==> src/rtl/keypad_scanner_if.sv <==
// Signal bundle between the keypad scanner and its keypad/datapath neighbours.
// The master side is the scanner itself. The slave side is the keypad and operand consumer.
interface keypad_scanner_if;
    logic [3:0]  rows;
    logic [3:0]  columns;
    logic [3:0]  key_code;
    logic        key_valid;
    logic [13:0] number;
    logic        number_valid;

    modport master (
        input  rows,
        output columns, key_code, key_valid, number, number_valid
    );

    modport slave (
        output rows,
        input  columns, key_code, key_valid, number, number_valid
    );
endinterface

==> src/rtl/keypad_scanner.sv <==
// 4x4 keypad column scanner with press/release debounce.
// Digit keys are assembled into a decimal operand of up to four digits.
module keypad_scanner #(
    parameter int SCAN_TICKS       = 1000,
    parameter int DEBOUNCE_SAMPLES = 4
) (
    input  logic              clk,
    input  logic              reset,
    keypad_scanner_if.master  kp
);
    localparam int TW = (SCAN_TICKS > 1) ? $clog2(SCAN_TICKS) : 1;
    localparam int CW = $clog2(DEBOUNCE_SAMPLES + 1);
    localparam logic [TW-1:0] LAST_TICK = TW'(SCAN_TICKS - 1);
    localparam logic [CW-1:0] NEED_CNT  = CW'(DEBOUNCE_SAMPLES);

    localparam logic [1:0] ST_SCAN     = 2'd0;
    localparam logic [1:0] ST_DEBOUNCE = 2'd1;
    localparam logic [1:0] ST_PRESSED  = 2'd2;

    logic [3:0]    r_sync1, r_rowsS;
    logic [TW-1:0] r_tick;
    logic [1:0]    r_state, r_col, r_row;
    logic [3:0]    r_pattern;
    logic [CW-1:0] r_count;
    logic [3:0]    r_keyCode;
    logic          r_keyValid;
    logic [13:0]   r_number;
    logic [2:0]    r_digits;
    logic          r_fresh;
    logic          r_numberValid;

    logic          w_sample;
    logic [3:0]    w_lowRows;
    logic          w_oneLow;
    logic [1:0]    w_rowIdx;
    logic [CW-1:0] w_countNext;

    function automatic logic [3:0] keyLookup(input logic [1:0] row, input logic [1:0] col);
        case ({row, col})
            4'h0: keyLookup = 4'd1;   4'h1: keyLookup = 4'd2;
            4'h2: keyLookup = 4'd3;   4'h3: keyLookup = 4'd10;
            4'h4: keyLookup = 4'd4;   4'h5: keyLookup = 4'd5;
            4'h6: keyLookup = 4'd6;   4'h7: keyLookup = 4'd11;
            4'h8: keyLookup = 4'd7;   4'h9: keyLookup = 4'd8;
            4'hA: keyLookup = 4'd9;   4'hB: keyLookup = 4'd12;
            4'hC: keyLookup = 4'd14;  4'hD: keyLookup = 4'd0;
            4'hE: keyLookup = 4'd15;  default: keyLookup = 4'd13;
        endcase
    endfunction

    assign w_sample    = (r_tick == LAST_TICK);
    assign w_lowRows   = ~r_rowsS;
    assign w_oneLow    = (w_lowRows != 4'd0) && ((w_lowRows & (w_lowRows - 4'd1)) == 4'd0);
    assign w_countNext = r_count + 1'b1;

    assign kp.columns      = ~(4'b0001 << r_col);
    assign kp.key_code     = r_keyCode;
    assign kp.key_valid    = r_keyValid;
    assign kp.number       = r_number;
    assign kp.number_valid = r_numberValid;

    always_comb begin
        w_rowIdx = 2'd0;
        case (w_lowRows)
            4'b0010: w_rowIdx = 2'd1;
            4'b0100: w_rowIdx = 2'd2;
            4'b1000: w_rowIdx = 2'd3;
            default: w_rowIdx = 2'd0;
        endcase
    end

    // Rows come straight from the keypad, so they are synchronized before any decision.
    always_ff @(posedge clk or negedge reset) begin
        if (!reset) begin
            r_sync1 <= 4'b1111;
            r_rowsS <= 4'b1111;
        end else begin
            r_sync1 <= kp.rows;
            r_rowsS <= r_sync1;
        end
    end

    always_ff @(posedge clk or negedge reset) begin
        if (!reset)        r_tick <= '0;
        else if (w_sample) r_tick <= '0;
        else               r_tick <= r_tick + 1'b1;
    end

    // One counter serves both press confirmation and release confirmation.
    always_ff @(posedge clk or negedge reset) begin
        if (!reset) begin
            r_state    <= ST_SCAN;
            r_col      <= 2'd0;
            r_row      <= 2'd0;
            r_pattern  <= 4'b1111;
            r_count    <= '0;
            r_keyCode  <= 4'd0;
            r_keyValid <= 1'b0;
        end else begin
            r_keyValid <= 1'b0;
            if (w_sample) begin
                case (r_state)
                    ST_SCAN: begin
                        if (w_oneLow) begin
                            r_pattern <= r_rowsS;
                            r_row     <= w_rowIdx;
                            r_count   <= '0;
                            r_state   <= ST_DEBOUNCE;
                        end else begin
                            r_col <= r_col + 2'd1;
                        end
                    end
                    ST_DEBOUNCE: begin
                        if (r_rowsS == r_pattern) begin
                            if (w_countNext == NEED_CNT) begin
                                r_state    <= ST_PRESSED;
                                r_count    <= '0;
                                r_keyCode  <= keyLookup(r_row, r_col);
                                r_keyValid <= 1'b1;
                            end else begin
                                r_count <= w_countNext;
                            end
                        end else begin
                            r_state <= ST_SCAN;
                            r_col   <= r_col + 2'd1;
                        end
                    end
                    ST_PRESSED: begin
                        if (r_rowsS == 4'b1111) begin
                            if (w_countNext == NEED_CNT) begin
                                r_state <= ST_SCAN;
                                r_count <= '0;
                                r_col   <= r_col + 2'd1;
                            end else begin
                                r_count <= w_countNext;
                            end
                        end else begin
                            r_count <= '0;
                        end
                    end
                    default: r_state <= ST_SCAN;
                endcase
            end
        end
    end

    // After '#' the next digit starts a new operand instead of extending the old one.
    always_ff @(posedge clk or negedge reset) begin
        if (!reset) begin
            r_number      <= 14'd0;
            r_digits      <= 3'd0;
            r_fresh       <= 1'b0;
            r_numberValid <= 1'b0;
        end else begin
            r_numberValid <= 1'b0;
            if (r_keyValid) begin
                if (r_keyCode <= 4'd9) begin
                    if (r_fresh) begin
                        r_number <= {10'd0, r_keyCode};
                        r_digits <= 3'd1;
                        r_fresh  <= 1'b0;
                    end else if (r_digits < 3'd4) begin
                        r_number <= r_number * 14'd10 + {10'd0, r_keyCode};
                        r_digits <= r_digits + 3'd1;
                    end
                end else if (r_keyCode == 4'd14) begin
                    r_number <= 14'd0;
                    r_digits <= 3'd0;
                    r_fresh  <= 1'b0;
                end else if (r_keyCode == 4'd15) begin
                    r_numberValid <= 1'b1;
                    r_fresh       <= 1'b1;
                end
            end
        end
    end
endmodule

==> src/flat_wrapper.sv <==
// flat-port wrapper written by rule: the top's interface ports become plain ports
module keypad_scanner_flat 
#(
    parameter int SCAN_TICKS       = 1000,
    parameter int DEBOUNCE_SAMPLES = 4
)
  (clk, reset, kp_rows, kp_columns, kp_key_code, kp_key_valid, kp_number, kp_number_valid);
  keypad_scanner_if kp_i ();
  input  logic clk;
  input  logic reset;
  input wire logic [$bits(kp_i.rows)-1:0] kp_rows;
  output wire logic [$bits(kp_i.columns)-1:0] kp_columns;
  output wire logic [$bits(kp_i.key_code)-1:0] kp_key_code;
  output wire logic [$bits(kp_i.key_valid)-1:0] kp_key_valid;
  output wire logic [$bits(kp_i.number)-1:0] kp_number;
  output wire logic [$bits(kp_i.number_valid)-1:0] kp_number_valid;
  assign kp_i.rows = kp_rows;
  assign kp_columns = kp_i.columns;
  assign kp_key_code = kp_i.key_code;
  assign kp_key_valid = kp_i.key_valid;
  assign kp_number = kp_i.number;
  assign kp_number_valid = kp_i.number_valid;
  keypad_scanner #(.SCAN_TICKS(SCAN_TICKS), .DEBOUNCE_SAMPLES(DEBOUNCE_SAMPLES)) u_core (.clk(clk), .reset(reset), .kp(kp_i));
endmodule
==> config.mk <==
export PLATFORM = sky130hd
export DESIGN_NAME = keypad_scanner_flat
export DESIGN_NICKNAME = d
export VERILOG_FILES = /design/src/rtl/keypad_scanner_if.sv /design/src/rtl/keypad_scanner.sv /design/src/flat_wrapper.sv
export SDC_FILE = /design/constraint.sdc
export NUM_CORES = 1
export LEC_CHECK = 0
export ABC_AREA = 1
export CORE_MARGIN = 4
export CORE_UTILIZATION = 53
export CTS_CLUSTER_SIZE = 16
export DETAILED_ROUTE_END_ITERATION = 6
export PLACE_DENSITY = 0.74
export SLEW_MARGIN = 10
export SYNTH_ARGS = -nofsm -noshare
export SYNTH_HDL_FRONTEND = slang
export SYNTH_SLANG_ARGS = --single-unit
==> constraint.sdc <==
create_clock -name clk -period 2.1 [get_ports clk]
set_input_delay 0.315 -clock clk [delete_from_list [all_inputs] [get_ports clk]]
set_output_delay 0.315 -clock clk [all_outputs]
set_load 0.05 [all_outputs]
# Word-level counts from Yosys, hierarchy flattened
# Memory sizes are Yosys's and may differ from the RTL's. A register that Yosys moved wholly into a read port is not among the register bits.
# Index checks and enable logic that the tools add are counted.
dict set report word_totals {
  reg_bits 51
  mem_bits_ro 64
  inputBits 6
  out_inout_bits 24
  wordCells 98
  memories 1
}
dict set report op_classes {
  add_sub_neg 6
  multipliers 1
  magnitude_cmp 2
  eq_ne 19
  shifts 1
  mux 37
  n_bitwise 3
  n_reduce_logical 15
}
# memory words width rd rd_clocked_by_memory_dff write_ports line_no
set memory_table {}
lappend memory_table {{(name not given)} 16 4 1 1 0 keypad_scanner.sv:39} ;# case ({row, col})
# operator n
set ops {}
lappend ops {{2-to-1 mux 14 bit} 4}
lappend ops {{2-to-1 mux 3 bit} 8}
lappend ops {{2-to-1 mux 2 bit} 9}
lappend ops {{one-hot mux 2 bit (3 select lines)} 3}
lappend ops {{== test 4 bit (second input constant)} 4}
lappend ops {{adder 14 x 4 -> 14 bit} 1}
lappend ops {{multiplier 14 x 3 -> 13 bit (second input constant)} 1}
lappend ops {{2-to-1 mux 1 bit} 11}
lappend ops {{adder 10 x 1 -> 10 bit (second input constant)} 1}
lappend ops {{== test 10 bit (second input constant)} 1}
lappend ops {{2-to-1 mux 10 bit} 1}
lappend ops {{one-hot mux 3 bit (3 select lines)} 1}
lappend ops {{!= test 2 x 1 -> 1 bit (second input constant)} 4}
lappend ops {{inverter 4 bit} 2}
lappend ops {{AND reduction 4 bit} 2}
lappend ops {{adder 3 x 1 -> 3 bit (second input constant)} 2}
lappend ops {{AND reduction 3 bit} 2}
lappend ops {{AND reduction 6 bit} 1}
lappend ops {{nonzero test 3 bit} 2}
lappend ops {{AND reduction 5 bit} 1}
lappend ops {{AND 4 bit} 1}
lappend ops {{== test 4 x 2 -> 1 bit (second input constant)} 1}
lappend ops {{== test 4 x 3 -> 1 bit (second input constant)} 1}
lappend ops {{== test 4 bit} 1}
lappend ops {{18 further kinds} 19}

# Longest topological paths before layout
dict set report logic_depth {
  ltp_word 7
  depth_mapped 14
}

# Least setup slack after synthesis
# Ideal clock, no wire load.
dict set report synth_path {
  path_kind {register -> register}
  start {register u_core.r_number[3], in the netlist u_core.kp.number[3]}
  end {register u_core.r_number[11], in the netlist u_core.kp.number[11]}
  setup_time_ns 0.120
  arrival_time_ns 2.473
  required_ns 1.980
  path_slack_ns -0.493
  path_stages_with_launch 14
  synth_period_minus_slack_ns 2.593
  cell_sequence {dfrtp_1 -> ha_1 -> ha_1 -> fa_1 -> nand2_1 -> nand2_1 -> nand2_1 -> nand2_1 -> nand2_1 -> nand3_1 -> nor2_4 -> nand2_1 -> nor2_1 -> o21ai_2}
}
dict set report synth_between {
  elab_chain_cells 5
}
# item line_no
set synth_rtl {}
lappend synth_rtl {{from (decl)} keypad_scanner.sv:27} ;# logic [13:0] r_number;
lappend synth_rtl {{from (signal assigned)} keypad_scanner.sv:159} ;# r_number <= {10'd0, r_keyCode};
lappend synth_rtl {{from (signal assigned)} keypad_scanner.sv:163} ;# r_number <= r_number * 14'd10 + {10'd0, r_keyCode};
lappend synth_rtl {{multiplier 14 x 3 -> 13 bit} keypad_scanner.sv:163}
lappend synth_rtl {{adder 14 x 4 -> 14 bit} keypad_scanner.sv:163}
lappend synth_rtl {{2-to-1 mux 14 bit} keypad_scanner.sv:162} ;# end else if (r_digits < 3'd4) begin
lappend synth_rtl {{2-to-1 mux 14 bit} keypad_scanner.sv:158} ;# if (r_fresh) begin
lappend synth_rtl {{2-to-1 mux 14 bit} keypad_scanner.sv:157} ;# if (r_keyCode <= 4'd9) begin
# No other way between the ends. The select of a mux whose other input is x is not followed.
# A chain may end at the register's enable or synchronous reset.

# Worst setup path in the final report
dict set report layout_path {
  start {register u_core.r_number[1], in the netlist u_core.kp.number[1]}
  end {register u_core.r_number[11], in the netlist u_core.kp.number[11]}
}
# Same word-level chain as after synthesis.

==> flow_summary.toml <==
[outcome]
status = "finished, violations left"
violations = "setup timing"

[synthesis]
synth_warnings = 0
syn_avg_cell_area_um2 = 7.94
synthSimpleGateAreaFrac_pct = 25.7
synth-xor-area-share_pct = 3.19
synthAdderAreaFrac_pct = 13.7
synth_compound_area_share_pct = 10.6
syn-num-nets = 494
async_flop_share_pct = 100
ys_top_cells_by_area = "dfrtp_1 30%, nand2_1 13%, ha_1 13%, dfstp_2 8.8%, inv_1 6.8%"
synth_top_area_cell = "dfrtp_1"
synth_common_cells = "123 x nand2_1, 65 x inv_1, 43 x dfrtp_1, 36 x ha_1, 34 x nor2_1"
synth_top_family_by_area = "simple AND/OR/NAND/NOR gates"
ys_seq_area_share_pct = 38.9
ys.flop_type = "dfrtp_1"
synth_enable_flop_cells = 0
syn_inst = 450
netlist-cell-type-count = 41
synth_top_area_share_pct = 30.1
syn_area_um2 = 3570
synth_mux_area_share_pct = 0
synth-seq-cells = 55
synth.most_common_cell = "nand2_1"

[drt]
viasPerCell = 5.15
wl_per_cell_um = 12.6
ant_nets = 0
drt_pass1_iterations = 4
dr_total_vias = 3083
drc = 0
wirelength_um = 7530
drt_iter0_drc = 123

[clock_network]
cts_buffers = 5
cts.sinks = 55
cts-root-buf = "clkbuf_8"
clock_latency_ns = 0.31
clk_pin_slew_ns = 0.10
cts_max_level = 2
clock_path_buffers = 2
cts_tree = "built"

[floorplanning]
die_x_um = 90.1
dieHeight_um = 90.1
coreArea_um2 = 6460
die_area_um2 = 8120
start_util_pct = 55.3
rows = 29
pin_count = 30

[global_route]
grt_pass1_vias = 3127
antenna_found_initial = 0
grt_pass1_wl_um = 13200
grt_max_degree = 34
groute.usage.overall_pct = 19.3
grt-ovfl-total = 0

[timing]
finalSetupViolations = 7
period_minus_slack_ns = 2.23
rsz0062_at_grt = "true"
setup_slack_ns = -0.128
max_freq_mhz = 449
worst_hold_slack_ns = 0.363
hold_viol = 0
fin_crit_sh_pct = 106
tightest_slew_ns = 0.523
drv_slew = 0
relSlewSlack_pct = 65.1
finClkSkew_ns = 0.00567

[flow_run]
cap_violations = 0

[cells_and_area]
final_layout_size_suffix_gt1_share_pct = 24.3
fin_nets = 565
diodes = 0
fin_area_um2 = 4550
fillers = 521
syn_to_final_growth_pct = 27.5

[worst_setup_path]
required_ns = 2.34
end_kind = "flip-flop"
ff2ff_setup_slack_ns = -0.13
critPathMaxFanout = 4
critPathArrivalTime_ns = 2.47
critical_path_class = "flip-flop to flip-flop"
crit_path_start_kind = "flip-flop"

[placed_design]
dpl_cell_area_um2 = 4220
portBuffers = 29
gp_congestion = 0.899
dp_hpwl_um = 5740

[pwr]
powerDensity_nw_per_um2 = 379
vdd_ir_drop_max_mv = 0.326
pwr-share-clk_pct = 34.6
seq_power_share_pct = 62.5
switching_share_pct = 22.7
p_comb_share_pct = 2.9
p_int_w = 0.00133
power_switching_w = 0.000393
p_leak_nw = 2.21

[min_path]
hp-class = "flip-flop to flip-flop"
-- placed cells by master, fill, tap and decap left out, drive strengths merged, types with 3 or more instances in the layout --
master / n
or2: 3
nand3: 30
a21oi: 13
buf: 42
clkdlybuf4s50: 24
nand4: 7
xnor2: 5
nor2: 36
o211ai: 4
nor3: 5
o22ai: 3
nand2: 124
o21ai: 35
clkbuf: 5
inv: 71
dfstp: 12
ha: 36
dfrtp: 43
nand3b: 4
xor2: 8
-- routing by layer --
metal	part of all wire, %	GRT usage [%]	vias to the layer above
li1	-	-	1582
met1	44	23.4	1442
met2	51	34.5	47
met3	2.7	3.34	12
met4	1.6	6.25	0
met5	0	0	-
-- stage by stage --
| stage | utilization (%) | cells | total power (W) | TNS (ns) | worst slack, ns |
|---|---|---|---|---|---|
| 2_1_floorplan | - | 450 | 0.00111 | -0.677 | -0.181 |
| 5_1_grt | 70.5 | 599 | 0.00181 | -1.19 | -0.230 |
| 3_3_place_gp | 65.3 | 583 | 0.00115 | -0.395 | -0.124 |
| 6_report | 70.5 | 599 | 0.00173 | -0.574 | -0.128 |
| 4_1_cts | 67.5 | 596 | 0.00175 | -0.785 | -0.158 |
| 3_5_place_dp | 65.3 | 583 | 0.00115 | -0.612 | -0.169 |
-- kinds of logic (layout without fill, tap and decap cells) --
| logic type | after synthesis | after routing |
|---|---|---|
| compound gates | 62 | 62 |
| xor+xnor | 13 | 13 |
| flops | 55 | 55 |
| buf+inv | 72 | 144 |
| fa+ha+maj | 38 | 38 |
| simple gates | 210 | 210 |
-- final timing paths --
| kind | startpoint | endpoint | cells after the start |
|---|---|---|---|
| max reg2reg | u_core.kp.number[1] | u_core.kp.number[11] | 11 |
| min reg2reg | u_core.r_sync1[0] | u_core.r_rowsS[0] | 0 |
| max in group asynchronous | reset | u_core.r_pattern[0] | 3 |
| min in group asynchronous | reset | u_core.r_col[0] | 2 |
| max | u_core.kp.number[1] | u_core.kp.number[11] | 11 |
| min | u_core.r_sync1[0] | u_core.r_rowsS[0] | 0 |
-- critical path, cell delays in order (launching register included) --
cell     delay, ns
dfrtp_2       0.44
ha_4          0.25
ha_4          0.16
fa_2          0.56
nand2_2       0.08
nor2_4        0.11
nand3_2       0.11
nor2_4        0.15
nand2_2       0.08
nand2_1       0.06
nand2_1       0.05
o21ai_2       0.11
-- final cells by class --
cell class              count  area [um2]  area share (%)
clock buffers               5        68.8            1.51
clock inverters             3        22.5           0.495
inverters                  69         262            5.74
multi-input cells         323        2120            46.6
flip-flops and latches     55        1410            30.9
well taps                  77        96.3            2.12
repair buffers             67         576            12.6
-- registers in the layout, indices dropped and copies added (netlist names) --
| register | flops |
|---|---|
| u_core.r_sync1 | 4 |
| u_core.r_col | 2 |
| u_core.kp.number_valid | 1 |
| u_core.r_rowsS | 4 |
| u_core.r_count | 3 |
| u_core.kp.key_valid | 1 |
| u_core.r_pattern | 4 |
| u_core.r_digits | 3 |
| u_core.r_row | 2 |
| u_core.r_fresh | 1 |
| u_core.kp.number | 14 |
| u_core.kp.key_code | 4 |
| u_core.r_tick | 10 |
| u_core.r_state | 2 |
-- power groups by stage --
stage | logic, W | registers, W | clock network [W]
2_1_floorplan | 0.0000143 | 0.00110 | 0
3_3_place_gp | 0.0000507 | 0.00110 | 0
3_5_place_dp | 0.0000516 | 0.00110 | 0
4_1_cts | 0.0000527 | 0.00108 | 0.000622
5_1_grt | 0.0000586 | 0.00108 | 0.000672
6_report | 0.0000502 | 0.00108 | 0.000597
-- timing repair --
action	in CTS	in global routing
gates resized for setup	5	27
endpoints found under the setup margin	6	12
hold endpoints to repair	12	0
pin swaps	9	7
hold buffers	1	0
setup buffers	4	3
Note: power is estimated with default switching activity, not from simulation.
